## config.mk

```make
export PLATFORM = sky130hd
export DESIGN_NAME = mem_arbiter
export DESIGN_NICKNAME = d
export VERILOG_FILES = /design/src/rtl/mem_arbiter.sv
export SDC_FILE = /design/constraint.sdc
export NUM_CORES = 1
export LEC_CHECK = 0
export ABC_AREA = 1
export CORE_UTILIZATION = 49
export CTS_BUF_LIST = sky130_fd_sc_hd__clkbuf_4
export DETAILED_ROUTE_END_ITERATION = 16
export GPL_TIMING_DRIVEN = 0
export PLACE_DENSITY = 0.9
export SLEW_MARGIN = 20
export SYNTH_ARGS = -nofsm -noshare
export SYNTH_HDL_FRONTEND = slang
export SYNTH_SLANG_ARGS = --single-unit
```

## constraint.sdc

```tcl
create_clock -name clk -period 4.6 [get_ports clk]
set_input_delay 0.46 -clock clk [delete_from_list [all_inputs] [get_ports clk]]
set_output_delay 0.46 -clock clk [all_outputs]
set_load 0.1 [all_outputs]
```

## src/rtl/mem_arbiter.sv

```systemverilog
// mem_arbiter: grants the memory controller to fetch or LSB, one transaction at a time.
// Define MEM_ARB_STARVE_GUARD_EN to let a waiting fetch win after STARVE_LIMIT LSB grants.
module mem_arbiter #(
  parameter int STARVE_LIMIT = 4
) (
  input  logic        clk,
  input  logic        rst_n,
  input  logic        rdy,
  input  logic        rollback,
  input  logic        if_en,
  input  logic [31:0] if_pc,
  output logic        if_done,
  output logic [31:0] if_data,
  input  logic        lsb_en,
  input  logic        lsb_wr,
  input  logic [31:0] lsb_addr,
  input  logic [2:0]  lsb_len,
  input  logic [31:0] lsb_w_data,
  output logic        lsb_done,
  output logic [31:0] lsb_r_data,
  output logic        mc_en,
  output logic        mc_wr,
  output logic [31:0] mc_addr,
  output logic [2:0]  mc_len,
  output logic [31:0] mc_wdata,
  input  logic        mc_done,
  input  logic [31:0] mc_rdata
);
  typedef enum logic [1:0] {IDLE, BUSY_IF, BUSY_LSB, BUBBLE} state_t;
  state_t state_q, state_d;
  logic        mc_en_q, mc_en_d, mc_wr_q, mc_wr_d;
  logic [31:0] mc_addr_q, mc_addr_d, mc_wdata_q, mc_wdata_d;
  logic [2:0]  mc_len_q, mc_len_d;
  logic        if_done_q, if_done_d, lsb_done_q, lsb_done_d;
  logic [31:0] if_data_q, if_data_d, lsb_r_data_q, lsb_r_data_d;
  logic        squash_q, squash_d, pend_q, pend_d;
  logic [31:0] pend_data_q, pend_data_d, fin_data;
  logic        idle, busy, rd, fin, sq, force_if, grant_if, grant_lsb;

  if (STARVE_LIMIT < 1 || STARVE_LIMIT > 7) begin : g_bad_limit
    $error("mem_arbiter: STARVE_LIMIT must be 1..7");
  end

  assign idle      = state_q == IDLE;
  assign busy      = state_q == BUSY_IF || state_q == BUSY_LSB;
  assign rd        = busy && !mc_wr_q;
  // A completion seen while frozen is held in pend_q and retired on the next enabled edge.
  assign fin       = busy && (mc_done || pend_q);
  assign fin_data  = pend_q ? pend_data_q : mc_rdata;
  assign sq        = squash_q || (rollback && rd);
  assign grant_if  = idle && !rollback && if_en && (!lsb_en || force_if);
  assign grant_lsb = idle && !rollback && lsb_en && !grant_if;

`ifdef MEM_ARB_STARVE_GUARD_EN
  logic [2:0] starve_q, starve_d;
  assign force_if = starve_q == 3'(STARVE_LIMIT);
  always_comb
    starve_d = (grant_if || (idle && !if_en)) ? 3'd0 :
               (grant_lsb && if_en && !force_if) ? starve_q + 3'd1 : starve_q;
  always_ff @(posedge clk) begin
    if (!rst_n) starve_q <= 3'd0;
    else if (rdy) starve_q <= starve_d;
  end
`else
  assign force_if = 1'b0;
`endif

  always_comb
    state_d = grant_if ? BUSY_IF : grant_lsb ? BUSY_LSB : fin ? BUBBLE :
              (state_q == BUBBLE) ? IDLE : state_q;

  always_comb begin
    mc_en_d      = (grant_if || grant_lsb) ? 1'b1 : fin ? 1'b0 : mc_en_q;
    mc_wr_d      = grant_if ? 1'b0 : grant_lsb ? lsb_wr : mc_wr_q;
    mc_addr_d    = grant_if ? if_pc : grant_lsb ? lsb_addr : mc_addr_q;
    mc_len_d     = grant_if ? 3'd4 : grant_lsb ? lsb_len : mc_len_q;
    mc_wdata_d   = grant_lsb ? lsb_w_data : mc_wdata_q;
    if_done_d    = fin && state_q == BUSY_IF && !sq;
    lsb_done_d   = fin && state_q == BUSY_LSB && !sq;
    if_data_d    = if_done_d ? fin_data : if_data_q;
    lsb_r_data_d = lsb_done_d ? (mc_wr_q ? 32'h0 : fin_data) : lsb_r_data_q;
    squash_d     = fin ? 1'b0 : sq;
    pend_d       = !rdy && (pend_q || (busy && mc_done));
    pend_data_d  = (!rdy && busy && mc_done && !pend_q) ? mc_rdata : pend_data_q;
  end

  always_ff @(posedge clk) begin
    if (!rst_n) begin
      state_q      <= IDLE;
      mc_en_q      <= 1'b0;
      mc_wr_q      <= 1'b0;
      mc_addr_q    <= 32'h0;
      mc_len_q     <= 3'd0;
      mc_wdata_q   <= 32'h0;
      if_done_q    <= 1'b0;
      lsb_done_q   <= 1'b0;
      if_data_q    <= 32'h0;
      lsb_r_data_q <= 32'h0;
      squash_q     <= 1'b0;
    end else if (rdy) begin
      state_q      <= state_d;
      mc_en_q      <= mc_en_d;
      mc_wr_q      <= mc_wr_d;
      mc_addr_q    <= mc_addr_d;
      mc_len_q     <= mc_len_d;
      mc_wdata_q   <= mc_wdata_d;
      if_done_q    <= if_done_d;
      lsb_done_q   <= lsb_done_d;
      if_data_q    <= if_data_d;
      lsb_r_data_q <= lsb_r_data_d;
      squash_q     <= squash_d;
    end
  end

  always_ff @(posedge clk) begin
    if (!rst_n) begin
      pend_q      <= 1'b0;
      pend_data_q <= 32'h0;
    end else begin
      pend_q      <= pend_d;
      pend_data_q <= pend_data_d;
    end
  end

  assign mc_en      = mc_en_q;
  assign mc_wr      = mc_wr_q;
  assign mc_addr    = mc_addr_q;
  assign mc_len     = mc_len_q;
  assign mc_wdata   = mc_wdata_q;
  assign if_done    = if_done_q && rdy;
  assign lsb_done   = lsb_done_q && rdy;
  assign if_data    = if_data_q;
  assign lsb_r_data = lsb_r_data_q;
endmodule

```

# ---- Yosys cells after proc, flatten, opt, wreduce, memory -nomap -nowiden
# Index checks and enable logic that the tools add are counted.
dict set report totals {
  reg_bits 171
  latchBits 0
  ram_bits 0
  romBits 0
  input_bits 139
  output_inout_bits 135
  wordCells 72
  memories 0
}
dict set report classes {
  addsub 0
  multipliers 0
  div_mod_pow 0
  n_lt_le_gt_ge 0
  eq_ne 3
  shift 0
  mux 15
  bitwise_logic 0
  n_reduce_logical 41
}
# op n
set op_table {}
lappend op_table {{two-way mux 32 bit} 4}
lappend op_table {{logical AND 1 bit} 19}
lappend op_table {{AND reduction 2 bit} 6}
lappend op_table {{two-way mux 2 bit} 4}
lappend op_table {{logical NOT 1 bit} 7}
lappend op_table {{two-way mux 3 bit} 2}
lappend op_table {{logical OR 1 bit} 5}
lappend op_table {{two-way mux 1 bit} 5}
lappend op_table {{equality test 2 bit (second input constant)} 2}
lappend op_table {{nonzero test 2 bit} 2}
lappend op_table {{nonzero test 4 bit} 1}
lappend op_table {{equality test 2 x 1 -> 1 bit (second input constant)} 1}
lappend op_table {{logical NOT 2 bit} 1}

# ---- Depth between registers and ports, before layout
# Gate-level depths: netlist (run 1).
dict set report logic_depth {
  word_depth 9
  ltp_mapped 11
  depth_no_buf 10
}

# ---- Worst setup path after synthesis (run 1)
# OpenSTA, ideal clock, no wires.
dict set report synth_path {
  kind {register to register}
  from {register mc_wr_q (netlist: mc_wr)}
  to {register if_data_q[11] (netlist: if_data[11])}
  setup_ns 0.071
  t_arrival_ns 1.997
  t_required_ns 4.529
  slack_ns 2.532
  path_stages_with_launch 10
  path_buffers 3
  period_less_slack_ns 2.068
  path_cell_list {dfxtp_1 -> buf_4 -> inv_4 -> nand3_2 -> nand3_4 -> nor2_4 -> buf_6 -> buf_12 -> nand2_2 -> a21oi_2}
}
dict set report synth_via {
  elab_chain_len 7
}
# element line
set synth_rtl {}
lappend synth_rtl {{start: declaration} 31} ;# logic mc_en_q, mc_en_d, mc_wr_q, mc_wr_d;
lappend synth_rtl {{start signal: assignment} 103} ;# mc_wr_q <= mc_wr_d;
lappend synth_rtl {{logical NOT 1 bit} 46} ;# assign rd = busy && !mc_wr_q;
lappend synth_rtl {{logical AND 1 bit} 46}
lappend synth_rtl {{logical AND 1 bit} 50} ;# assign sq = squash_q || (rollback && rd);
lappend synth_rtl {{logical OR 1 bit} 50}
lappend synth_rtl {{logical NOT 1 bit} 78} ;# if_done_d = fin && state_q == BUSY_IF && !sq;
lappend synth_rtl {{logical AND 1 bit} 78}
lappend synth_rtl {{AND reduction 2 bit (no line)} -}
lappend synth_rtl {{end signal: assignment} 109} ;# if_data_q <= if_data_d;
lappend synth_rtl {{end: declaration} 35} ;# logic [31:0] if_data_q, if_data_d, lsb_r_data_q, lsb_r_data_d;
# Every way passes these cells.
# A chain may end at the register's enable or synchronous reset.

# ---- Worst setup path after layout (run 1)
dict set report layout_path {
  from {register lsb_done_q}
  to {output lsb_done}
}
dict set report layout_via {
  elab_chain_len 1
}
# element line
set layout_rtl {}
lappend layout_rtl {{start: declaration} 34} ;# logic if_done_q, if_done_d, lsb_done_q, lsb_done_d;
lappend layout_rtl {{start signal: assignment} 108} ;# lsb_done_q <= lsb_done_d;
lappend layout_rtl {{logical AND 1 bit} 131} ;# assign lsb_done = lsb_done_q && rdy;
lappend layout_rtl {{end: declaration} 19} ;# output logic lsb_done,
# Every way passes these cells.

==> flow_summary.html, run 1 <==
<table>
<tr><th>Metric</th><th>Value</th></tr>
<tr><th colspan="2">Setup path</th></tr>
<tr><td>Worst endpoint data arrival time</td><td>2.14 ns</td></tr>
<tr><td>Minimum setup slack among reg-to-reg paths</td><td>2.53 ns</td></tr>
<tr><td>Worst flop-to-flop path startpoint</td><td>state_q[1]</td></tr>
<tr><td>Reg2Reg Capture Point</td><td>lsb_r_data[17]</td></tr>
<tr><td>CP startpoint kind</td><td>register</td></tr>
<tr><td>Nature of the critical path endpoint</td><td>primary output</td></tr>
<tr><td>Crit Path Max Fanout</td><td>2</td></tr>
<tr><td>Required time of the critical path</td><td>4.14 ns</td></tr>
<tr><td>Cells on worst reg2reg path</td><td>10</td></tr>
<tr><td>Startpoint-to-endpoint class of the critical path</td><td>register to primary output</td></tr>
<tr><th colspan="2">Run</th></tr>
<tr><td>Reported max-cap violation count</td><td>0</td></tr>
<tr><th colspan="2">Route</th></tr>
<tr><td>Via Count</td><td>7716</td></tr>
<tr><td>Detail Route met3 WL</td><td>1750 um</td></tr>
<tr><td>First-pass iteration count of the detailed router</td><td>8</td></tr>
<tr><td>DRC violations left</td><td>0</td></tr>
<tr><td>Initial DRC count</td><td>518</td></tr>
<tr><td>DR vias/cell</td><td>5.04</td></tr>
<tr><td>Remaining number of nets flagged by the antenna check after routing</td><td>0</td></tr>
<tr><td>Met1 Routed Length</td><td>8620 um</td></tr>
<tr><td>Uppermost layer routed</td><td>met4</td></tr>
<tr><td>Total met2 wirelength after detailed routing</td><td>10800 um</td></tr>
<tr><td>Wire length per cell after detailed routing</td><td>14.3 um</td></tr>
<tr><td>Final WL</td><td>21900 um</td></tr>
<tr><th colspan="2">Timing</th></tr>
<tr><td>Total count of max-transition violations in the final report</td><td>0</td></tr>
<tr><td>Fmax</td><td>0.385 GHz</td></tr>
<tr><td>Hold Slack</td><td>0.213 ns</td></tr>
<tr><td>Shortest clock period the worst path allows after layout</td><td>2.60 ns</td></tr>
<tr><td>Final setup violation count</td><td>0</td></tr>
<tr><td>Hold violation count in the final report</td><td>0</td></tr>
<tr><td>Pin slew with the least headroom to its limit</td><td>1.05 ns</td></tr>
<tr><td>Max-slew headroom at the worst pin</td><td>0.300</td></tr>
<tr><td>Share of the cycle needed by the critical path after routing</td><td>0.565</td></tr>
<tr><td>Crit path setup slack, layout</td><td>2.00 ns</td></tr>
<tr><td>Setup repair after global routing missed its margin</td><td>false</td></tr>
<tr><td>Worst Skew</td><td>0.0128 ns</td></tr>
<tr><td>Setup total negative slack</td><td>0 ns</td></tr>
<tr><th colspan="2">GRT</th></tr>
<tr><td>Sum of overflow across all layers after global routing</td><td>0</td></tr>
<tr><td>Maximum number of pins on one net before global-route repair</td><td>17</td></tr>
<tr><td>GRT Total Usage</td><td>0.282</td></tr>
<tr><td>Vias in the first global route</td><td>7066</td></tr>
<tr><td>Wire length of the first global-routing pass</td><td>33300 um</td></tr>
<tr><td>Antenna violations before repair</td><td>1</td></tr>
<tr><th colspan="2">Finish</th></tr>
<tr><td>Filler instances</td><td>1167</td></tr>
<tr><td>Final Non-Filler Cells</td><td>1530</td></tr>
<tr><td>Most frequent cells in the layout</td><td>sky130_fd_sc_hd__nand2_1, sky130_fd_sc_hd__clkdlybuf4s50_1, sky130_fd_sc_hd__nor2_1</td></tr>
<tr><td>Area added between synthesis and finish</td><td>43.4%</td></tr>
<tr><td>Layout Nets</td><td>1476</td></tr>
<tr><td>Fraction of final layout cells with drive strength greater than 1</td><td>0.0885</td></tr>
<tr><td>Most common library cell in the layout ignoring fill and taps</td><td>sky130_fd_sc_hd__nand2_1</td></tr>
<tr><td>Utilization after layout</td><td>0.718</td></tr>
<tr><th colspan="2">Synthesis</th></tr>
<tr><td>Distinct cell type count after synthesis</td><td>28</td></tr>
<tr><td>Number of flip-flops and latches in the synthesized netlist</td><td>171</td></tr>
<tr><td>Post-synthesis sequential area ratio</td><td>0.471</td></tr>
<tr><td>Post-Synthesis Net Count</td><td>1185</td></tr>
<tr><td>Per-instance average area after synthesis</td><td>6.98 um^2</td></tr>
<tr><td>Syn Std Cell Area</td><td>7270 um^2</td></tr>
<tr><td>Post-Synthesis Cells</td><td>1042</td></tr>
<tr><td>YS warnings</td><td>0</td></tr>
<tr><th colspan="2">Clock tree</th></tr>
<tr><td>Clock Latency Late Sink</td><td>0.55 ns</td></tr>
<tr><td>Hold buffer count at cts</td><td>0</td></tr>
<tr><td>Root cell of the clock tree</td><td>sky130_fd_sc_hd__clkbuf_4</td></tr>
<tr><td>Number of cells upsized or downsized after cts</td><td>0</td></tr>
<tr><td>Clock tree from TritonCTS</td><td>done</td></tr>
<tr><td>Total CTS buffers</td><td>17</td></tr>
<tr><td>Clk sinks</td><td>171</td></tr>
<tr><td>Maximum level of the CTS H-tree</td><td>4</td></tr>
<tr><td>Post-CTS repair timing setup buffer count</td><td>0</td></tr>
<tr><td>Clock transition at the registers of the reported paths</td><td>0.13 ns</td></tr>
<tr><td>Number of buffers on the longest clock path</td><td>2</td></tr>
<tr><th colspan="2">Die</th></tr>
<tr><td>Die width</td><td>124 um</td></tr>
<tr><td>IO Count</td><td>274</td></tr>
<tr><td>Site Rows</td><td>44</td></tr>
<tr><td>Die height</td><td>124 um</td></tr>
<tr><td>Die footprint</td><td>15300 um^2</td></tr>
<tr><td>Area of the core</td><td>14500 um^2</td></tr>
<tr><td>Starting density of the core</td><td>0.500</td></tr>
<tr><th colspan="2">Min path</th></tr>
<tr><td>Worst hold-check path type</td><td>primary input to register</td></tr>
<tr><td>Worst Hold Depth</td><td>2</td></tr>
<tr><td>Hold path start</td><td>rdy</td></tr>
<tr><td>Worst hold endpoint</td><td>pend_q</td></tr>
<tr><th colspan="2">Place</th></tr>
<tr><td>DP HPWL</td><td>16800 um</td></tr>
<tr><td>Placed insts</td><td>1498</td></tr>
<tr><td>Routability Congestion</td><td>0.899</td></tr>
<tr><td>Pre-CTS setup slack</td><td>2.21 ns</td></tr>
<tr><td>Quantity of I/O buffers inserted on ports</td><td>272</td></tr>
<tr><th colspan="2">Power and ir drop</th></tr>
<tr><td>VDD IR max</td><td>0.189 mV</td></tr>
<tr><td>Total leakage power</td><td>4.32 nW</td></tr>
<tr><td>Ratio of total power to cell area</td><td>300 nW/um^2</td></tr>
<tr><th colspan="2">Status</th></tr>
<tr><td>Outcome</td><td>finished, final reports clean</td></tr>
</table>
[layer usage]
metal / vias to the layer above / GRT usage
li1: 3839 / -
met1: 3476 / 0.320
met2: 354 / 0.501
met3: 47 / 0.0650
met4: 0 / 0.125
met5: - / 0
[synth_stat cells]
library cell,n,area [um^2]
sky130_fd_sc_hd__nor3_2,1,10.0
sky130_fd_sc_hd__inv_4,1,6.26
sky130_fd_sc_hd__or2_2,5,31.3
sky130_fd_sc_hd__buf_1,5,18.8
sky130_fd_sc_hd__buf_4,3,22.5
sky130_fd_sc_hd__nor2_1,213,800
sky130_fd_sc_hd__clkbuf_2,3,15.0
sky130_fd_sc_hd__dfxtp_1,171,3420
sky130_fd_sc_hd__buf_6,1,11.3
sky130_fd_sc_hd__nand3_1,2,10.0
sky130_fd_sc_hd__a21oi_2,20,175
sky130_fd_sc_hd__buf_12,2,40.0
sky130_fd_sc_hd__nand3_4,1,17.5
sky130_fd_sc_hd__a211oi_1,1,7.51
sky130_fd_sc_hd__ha_1,4,50.1
sky130_fd_sc_hd__o21ai_1,6,30.0
sky130_fd_sc_hd__inv_2,3,11.3
sky130_fd_sc_hd__and3_1,1,6.26
sky130_fd_sc_hd__clkbuf_1,30,113
sky130_fd_sc_hd__nand3_2,2,20.0
sky130_fd_sc_hd__nand2_2,22,138
sky130_fd_sc_hd__a21oi_1,46,230
sky130_fd_sc_hd__buf_2,25,125
sky130_fd_sc_hd__nand2_1,297,1110
sky130_fd_sc_hd__o21ai_0,130,651
sky130_fd_sc_hd__nor2_4,2,22.5
sky130_fd_sc_hd__inv_1,43,161
sky130_fd_sc_hd__nor2_2,2,12.5
[cell type report]
class	instances	area, um^2	area share
plain buffers	69	345	0.0331
well taps	184	230	0.0221
flip-flops and latches	171	3420	0.328
inverters	47	179	0.0172
repair buffers	272	2720	0.261
diodes	1	2.50	0.000240
clock buffers	19	143	0.0137
multi-input cells	755	3330	0.319
clock inverters	12	58.8	0.00564
[power breakdown]
part	internal, mW	switching (mW)
sequential	1.55	0.0341
combinational	0.267	0.580
clock	0.208	0.492
total	2.02	1.11
[per-stage QoR]
step | area [um^2] | power (mW)
final | 10400 | 3.13
after global routing | 10400 | 3.26
after CTS | 10400 | 3.13
after detailed placement | 10200 | 2.46
after global placement | 10200 | 2.45
after floorplan | 7270 | 2.16
[worst max path at each step]
stage                     slack, ns        from           to
after floorplan                2.53       mc_wr  if_data[11]
after global placement         2.21         rdy     lsb_done
after detailed placement       2.21         rdy     lsb_done
after CTS                      1.96  lsb_done_q     lsb_done
after global routing           1.92   if_done_q      if_done
final                          2.00  lsb_done_q     lsb_done
[logic make-up (layout without fill, tap and decap cells)]
logic type               count (synthesis)  after routing  synth area share
AO/OA/AOI/OAI                          203            203             0.150
adder cells (fa/ha/maj)                  4              4           0.00688
buffers and inverters                  116            419            0.0721
flip-flops                             171            171             0.471
other                                    0              1                 0
AND/OR/NAND/NOR                        548            548             0.300
[worst max-delay path, cell delays in order, from the launching register on]
cell                              delay [ns]
sky130_fd_sc_hd__dfxtp_1                0.34
sky130_fd_sc_hd__nand2_1                0.05
sky130_fd_sc_hd__inv_1                  0.05
sky130_fd_sc_hd__clkdlybuf4s50_1        1.14
[registers in the layout, indices dropped and copies added (netlist names)]
register,count
state_q,2
lsb_done_q,1
mc_wr,1
pend_q,1
if_data,32
pend_data_q,32
mc_addr,32
mc_en,1
mc_wdata,32
mc_len,3
lsb_r_data,32
if_done_q,1
squash_q,1
(Power assumes the default switching activity.)
==> run 2: changes to the inputs <==
- CORE_UTILIZATION: 49 -> 46
- PLACE_DENSITY: 0.9 -> 0.85
- clock period: 4.6 -> 2.54 ns (I/O delays scaled with it)
==> run 2 against run 1 <==
Against the previous run: via count down 1.2%; non-clock buffer count up 1; sequential share of layout area down 0.32 points; die area up 6.4%; register-to-register slack worse by 2.1 ns; critical path depth unchanged; power up 89%; utilization down 3.0 points; routed wire length up 0.35%; sequential power up 81%.
==> flow_summary.html, run 2 (synthesized netlist as in run 1, its figures left out) <==
<table>
<tr><th>Metric</th><th>Value</th></tr>
<tr><th colspan="2">Clock tree</th></tr>
<tr><td>Maximum level of the CTS H-tree</td><td>4</td></tr>
<tr><td>Clk sinks</td><td>171</td></tr>
<tr><td>Clock Latency Late Sink</td><td>0.55 ns</td></tr>
<tr><td>Clock tree from TritonCTS</td><td>done</td></tr>
<tr><td>Hold buffer count at cts</td><td>1</td></tr>
<tr><td>Number of cells upsized or downsized after cts</td><td>0</td></tr>
<tr><td>Root cell of the clock tree</td><td>sky130_fd_sc_hd__clkbuf_4</td></tr>
<tr><td>Total CTS buffers</td><td>17</td></tr>
<tr><td>Post-CTS repair timing setup buffer count</td><td>0</td></tr>
<tr><td>Number of buffers on the longest clock path</td><td>2</td></tr>
<tr><td>Clock transition at the registers of the reported paths</td><td>0.12 ns</td></tr>
<tr><th colspan="2">Route</th></tr>
<tr><td>Remaining number of nets flagged by the antenna check after routing</td><td>0</td></tr>
<tr><td>Wire length per cell after detailed routing</td><td>14.1 um</td></tr>
<tr><td>Initial DRC count</td><td>480</td></tr>
<tr><td>First-pass iteration count of the detailed router</td><td>6</td></tr>
<tr><td>Via Count</td><td>7623</td></tr>
<tr><td>DR vias/cell</td><td>4.89</td></tr>
<tr><td>DRC violations left</td><td>0</td></tr>
<tr><td>Final WL</td><td>22000 um</td></tr>
<tr><th colspan="2">Timing</th></tr>
<tr><td>Final setup violation count</td><td>0</td></tr>
<tr><td>Hold violation count in the final report</td><td>0</td></tr>
<tr><td>Hold Slack</td><td>0.158 ns</td></tr>
<tr><td>Total count of max-transition violations in the final report</td><td>0</td></tr>
<tr><td>Setup total negative slack</td><td>0 ns</td></tr>
<tr><td>Worst Skew</td><td>0.0147 ns</td></tr>
<tr><td>Pin slew with the least headroom to its limit</td><td>1.03 ns</td></tr>
<tr><td>Shortest clock period the worst path allows after layout</td><td>2.42 ns</td></tr>
<tr><td>Fmax</td><td>0.414 GHz</td></tr>
<tr><td>Share of the cycle needed by the critical path after routing</td><td>0.951</td></tr>
<tr><td>Setup repair after global routing missed its margin</td><td>false</td></tr>
<tr><td>Max-slew headroom at the worst pin</td><td>0.308</td></tr>
<tr><th colspan="2">GRT</th></tr>
<tr><td>Antenna violations before repair</td><td>1</td></tr>
<tr><td>Maximum number of pins on one net before global-route repair</td><td>17</td></tr>
<tr><td>Vias in the first global route</td><td>7029</td></tr>
<tr><td>GRT Total Usage</td><td>0.268</td></tr>
<tr><td>Wire length of the first global-routing pass</td><td>34000 um</td></tr>
<tr><td>Sum of overflow across all layers after global routing</td><td>0</td></tr>
<tr><th colspan="2">Die</th></tr>
<tr><td>Site Rows</td><td>45</td></tr>
<tr><td>Die width</td><td>128 um</td></tr>
<tr><td>Starting density of the core</td><td>0.475</td></tr>
<tr><td>IO Count</td><td>274</td></tr>
<tr><td>Die height</td><td>128 um</td></tr>
<tr><td>Area of the core</td><td>15300 um^2</td></tr>
<tr><td>Die footprint</td><td>16300 um^2</td></tr>
<tr><th colspan="2">Power and ir drop</th></tr>
<tr><td>P_sw</td><td>2.01 mW</td></tr>
<tr><td>Clock power frac</td><td>0.256</td></tr>
<tr><td>Part of the total power dissipated in sequential elements</td><td>0.485</td></tr>
<tr><td>Internal Dissipation</td><td>3.90 mW</td></tr>
<tr><td>VDD IR max</td><td>0.304 mV</td></tr>
<tr><td>Share of total power in combinational logic</td><td>0.260</td></tr>
<tr><td>Total leakage power</td><td>4.36 nW</td></tr>
<tr><td>Switching part of the total</td><td>0.340</td></tr>
<tr><td>Ratio of total power to cell area</td><td>561 nW/um^2</td></tr>
<tr><td>Total power</td><td>5.91 mW</td></tr>
<tr><th colspan="2">Setup path</th></tr>
<tr><td>Startpoint-to-endpoint class of the critical path</td><td>register to primary output</td></tr>
<tr><td>Crit Path Max Fanout</td><td>2</td></tr>
<tr><td>Longest individual stage delay on the worst path</td><td>1.15 ns</td></tr>
<tr><td>Worst endpoint data arrival time</td><td>2.16 ns</td></tr>
<tr><td>Cell family with the largest share of critical-path delay</td><td>buffers and inverters</td></tr>
<tr><td>Nature of the critical path endpoint</td><td>primary output</td></tr>
<tr><td>List of cells traversed by the critical path</td><td>nand2_1, inv_1, clkdlybuf4s50_1</td></tr>
<tr><td>Required time of the critical path</td><td>2.29 ns</td></tr>
<tr><td>CP startpoint kind</td><td>register</td></tr>
<tr><td>Count of buffer and inverter cells on the critical path</td><td>2</td></tr>
<tr><td>Max stage delay cell, worst path</td><td>sky130_fd_sc_hd__clkdlybuf4s50_1</td></tr>
<tr><th colspan="2">Place</th></tr>
<tr><td>DP HPWL</td><td>16700 um</td></tr>
<tr><td>Quantity of I/O buffers inserted on ports</td><td>272</td></tr>
<tr><td>Routability Congestion</td><td>0.858</td></tr>
<tr><th colspan="2">Run</th></tr>
<tr><td>Reported max-cap violation count</td><td>0</td></tr>
<tr><th colspan="2">Finish</th></tr>
<tr><td>Fraction of final layout cells with drive strength greater than 1</td><td>0.0898</td></tr>
<tr><td>Most common library cell in the layout ignoring fill and taps</td><td>sky130_fd_sc_hd__nand2_1</td></tr>
<tr><td>Layout Nets</td><td>1477</td></tr>
<tr><td>Area added between synthesis and finish</td><td>44.8%</td></tr>
<tr><td>Filler instances</td><td>1321</td></tr>
<tr><td>Most frequent cells in the layout</td><td>sky130_fd_sc_hd__nand2_1, sky130_fd_sc_hd__clkdlybuf4s50_1, sky130_fd_sc_hd__nor2_1</td></tr>
<tr><th colspan="2">Min path</th></tr>
<tr><td>Worst hold-check path type</td><td>primary input to register</td></tr>
<tr><th colspan="2">Status</th></tr>
<tr><td>Outcome</td><td>finished, final reports clean</td></tr>
</table>
==> run 2: cell count changes in the layout (fill, tap and decap cells not counted), sizes merged <==
cell         change
dlygate4sd3      +1
clkbuf           +2
bufinv           +2
clkinv           -2
clkinvlp         -1
==> run 2: path summary, 6_finish.rpt <==
| check | start | end | slack, ns | cells past startpoint |
|---|---|---|---|---|
| worst max-delay path | lsb_done_q | lsb_done | 0.12 | 3 |
| worst min register to register | mc_wdata[2] | mc_wdata[2] | 0.47 | 2 |
| worst max register to register | state_q[1] | lsb_r_data[9] | 0.45 | 10 |
| worst min-delay path | rdy | state_q[0] | 0.16 | 4 |
==> run 2: area by class of cell <==
| class | instances | area [um^2] | area share |
|---|---|---|---|
| clock buffer | 21 | 158 | 0.0150 |
| buffer | 69 | 345 | 0.0328 |
| clock inverter | 11 | 103 | 0.00974 |
| antenna | 1 | 2.50 | 0.000238 |
| tap | 211 | 264 | 0.0251 |
| timing repair buffer | 273 | 2730 | 0.259 |
| sequential | 171 | 3420 | 0.325 |
| multi-input combinational | 755 | 3330 | 0.316 |
| inverter | 47 | 179 | 0.0170 |
==> run 2: metrics by stage <==
step / setup WS, ns / instance area [um^2] / cells / util
after floorplan: 0.472 / 7270 / 1042 / -
after global placement: 0.406 / 10300 / 1525 / 0.670
after detailed placement: 0.373 / 10300 / 1525 / 0.670
after CTS: 0.0599 / 10500 / 1558 / 0.688
after global routing: 0.0316 / 10500 / 1559 / 0.688
final: 0.124 / 10500 / 1559 / 0.688
==> run 2: routing by layer <==
layer	routed length, um	part of all wire	global-route usage
met4	580	0.026	0.107
met2	11000	0.50	0.473
met3	1690	0.077	0.0776
met1	8740	0.40	0.302
met5	0	0	0
==> run 2: worst register-to-register path, cell delays in order, from the launching register on <==
cell	delay [ns]
sky130_fd_sc_hd__dfxtp_1	0.41
sky130_fd_sc_hd__inv_1	0.09
sky130_fd_sc_hd__ha_1	0.33
sky130_fd_sc_hd__nand2_1	0.11
sky130_fd_sc_hd__nand2_2	0.11
sky130_fd_sc_hd__nand2_2	0.11
sky130_fd_sc_hd__nor2_2	0.32
sky130_fd_sc_hd__buf_2	0.30
sky130_fd_sc_hd__nand2_1	0.07
sky130_fd_sc_hd__nand2_1	0.11
sky130_fd_sc_hd__nor2_1	0.06
==> run 2: power by group through the flow <==
stage,Combinational (mW),Sequential [mW],Clock (mW)
after global placement,1.52,2.92,0
after floorplan,0.437,3.48,0
after CTS,1.53,2.86,1.53
final,1.53,2.86,1.51
after detailed placement,1.53,2.92,0
after global routing,1.63,2.88,1.64
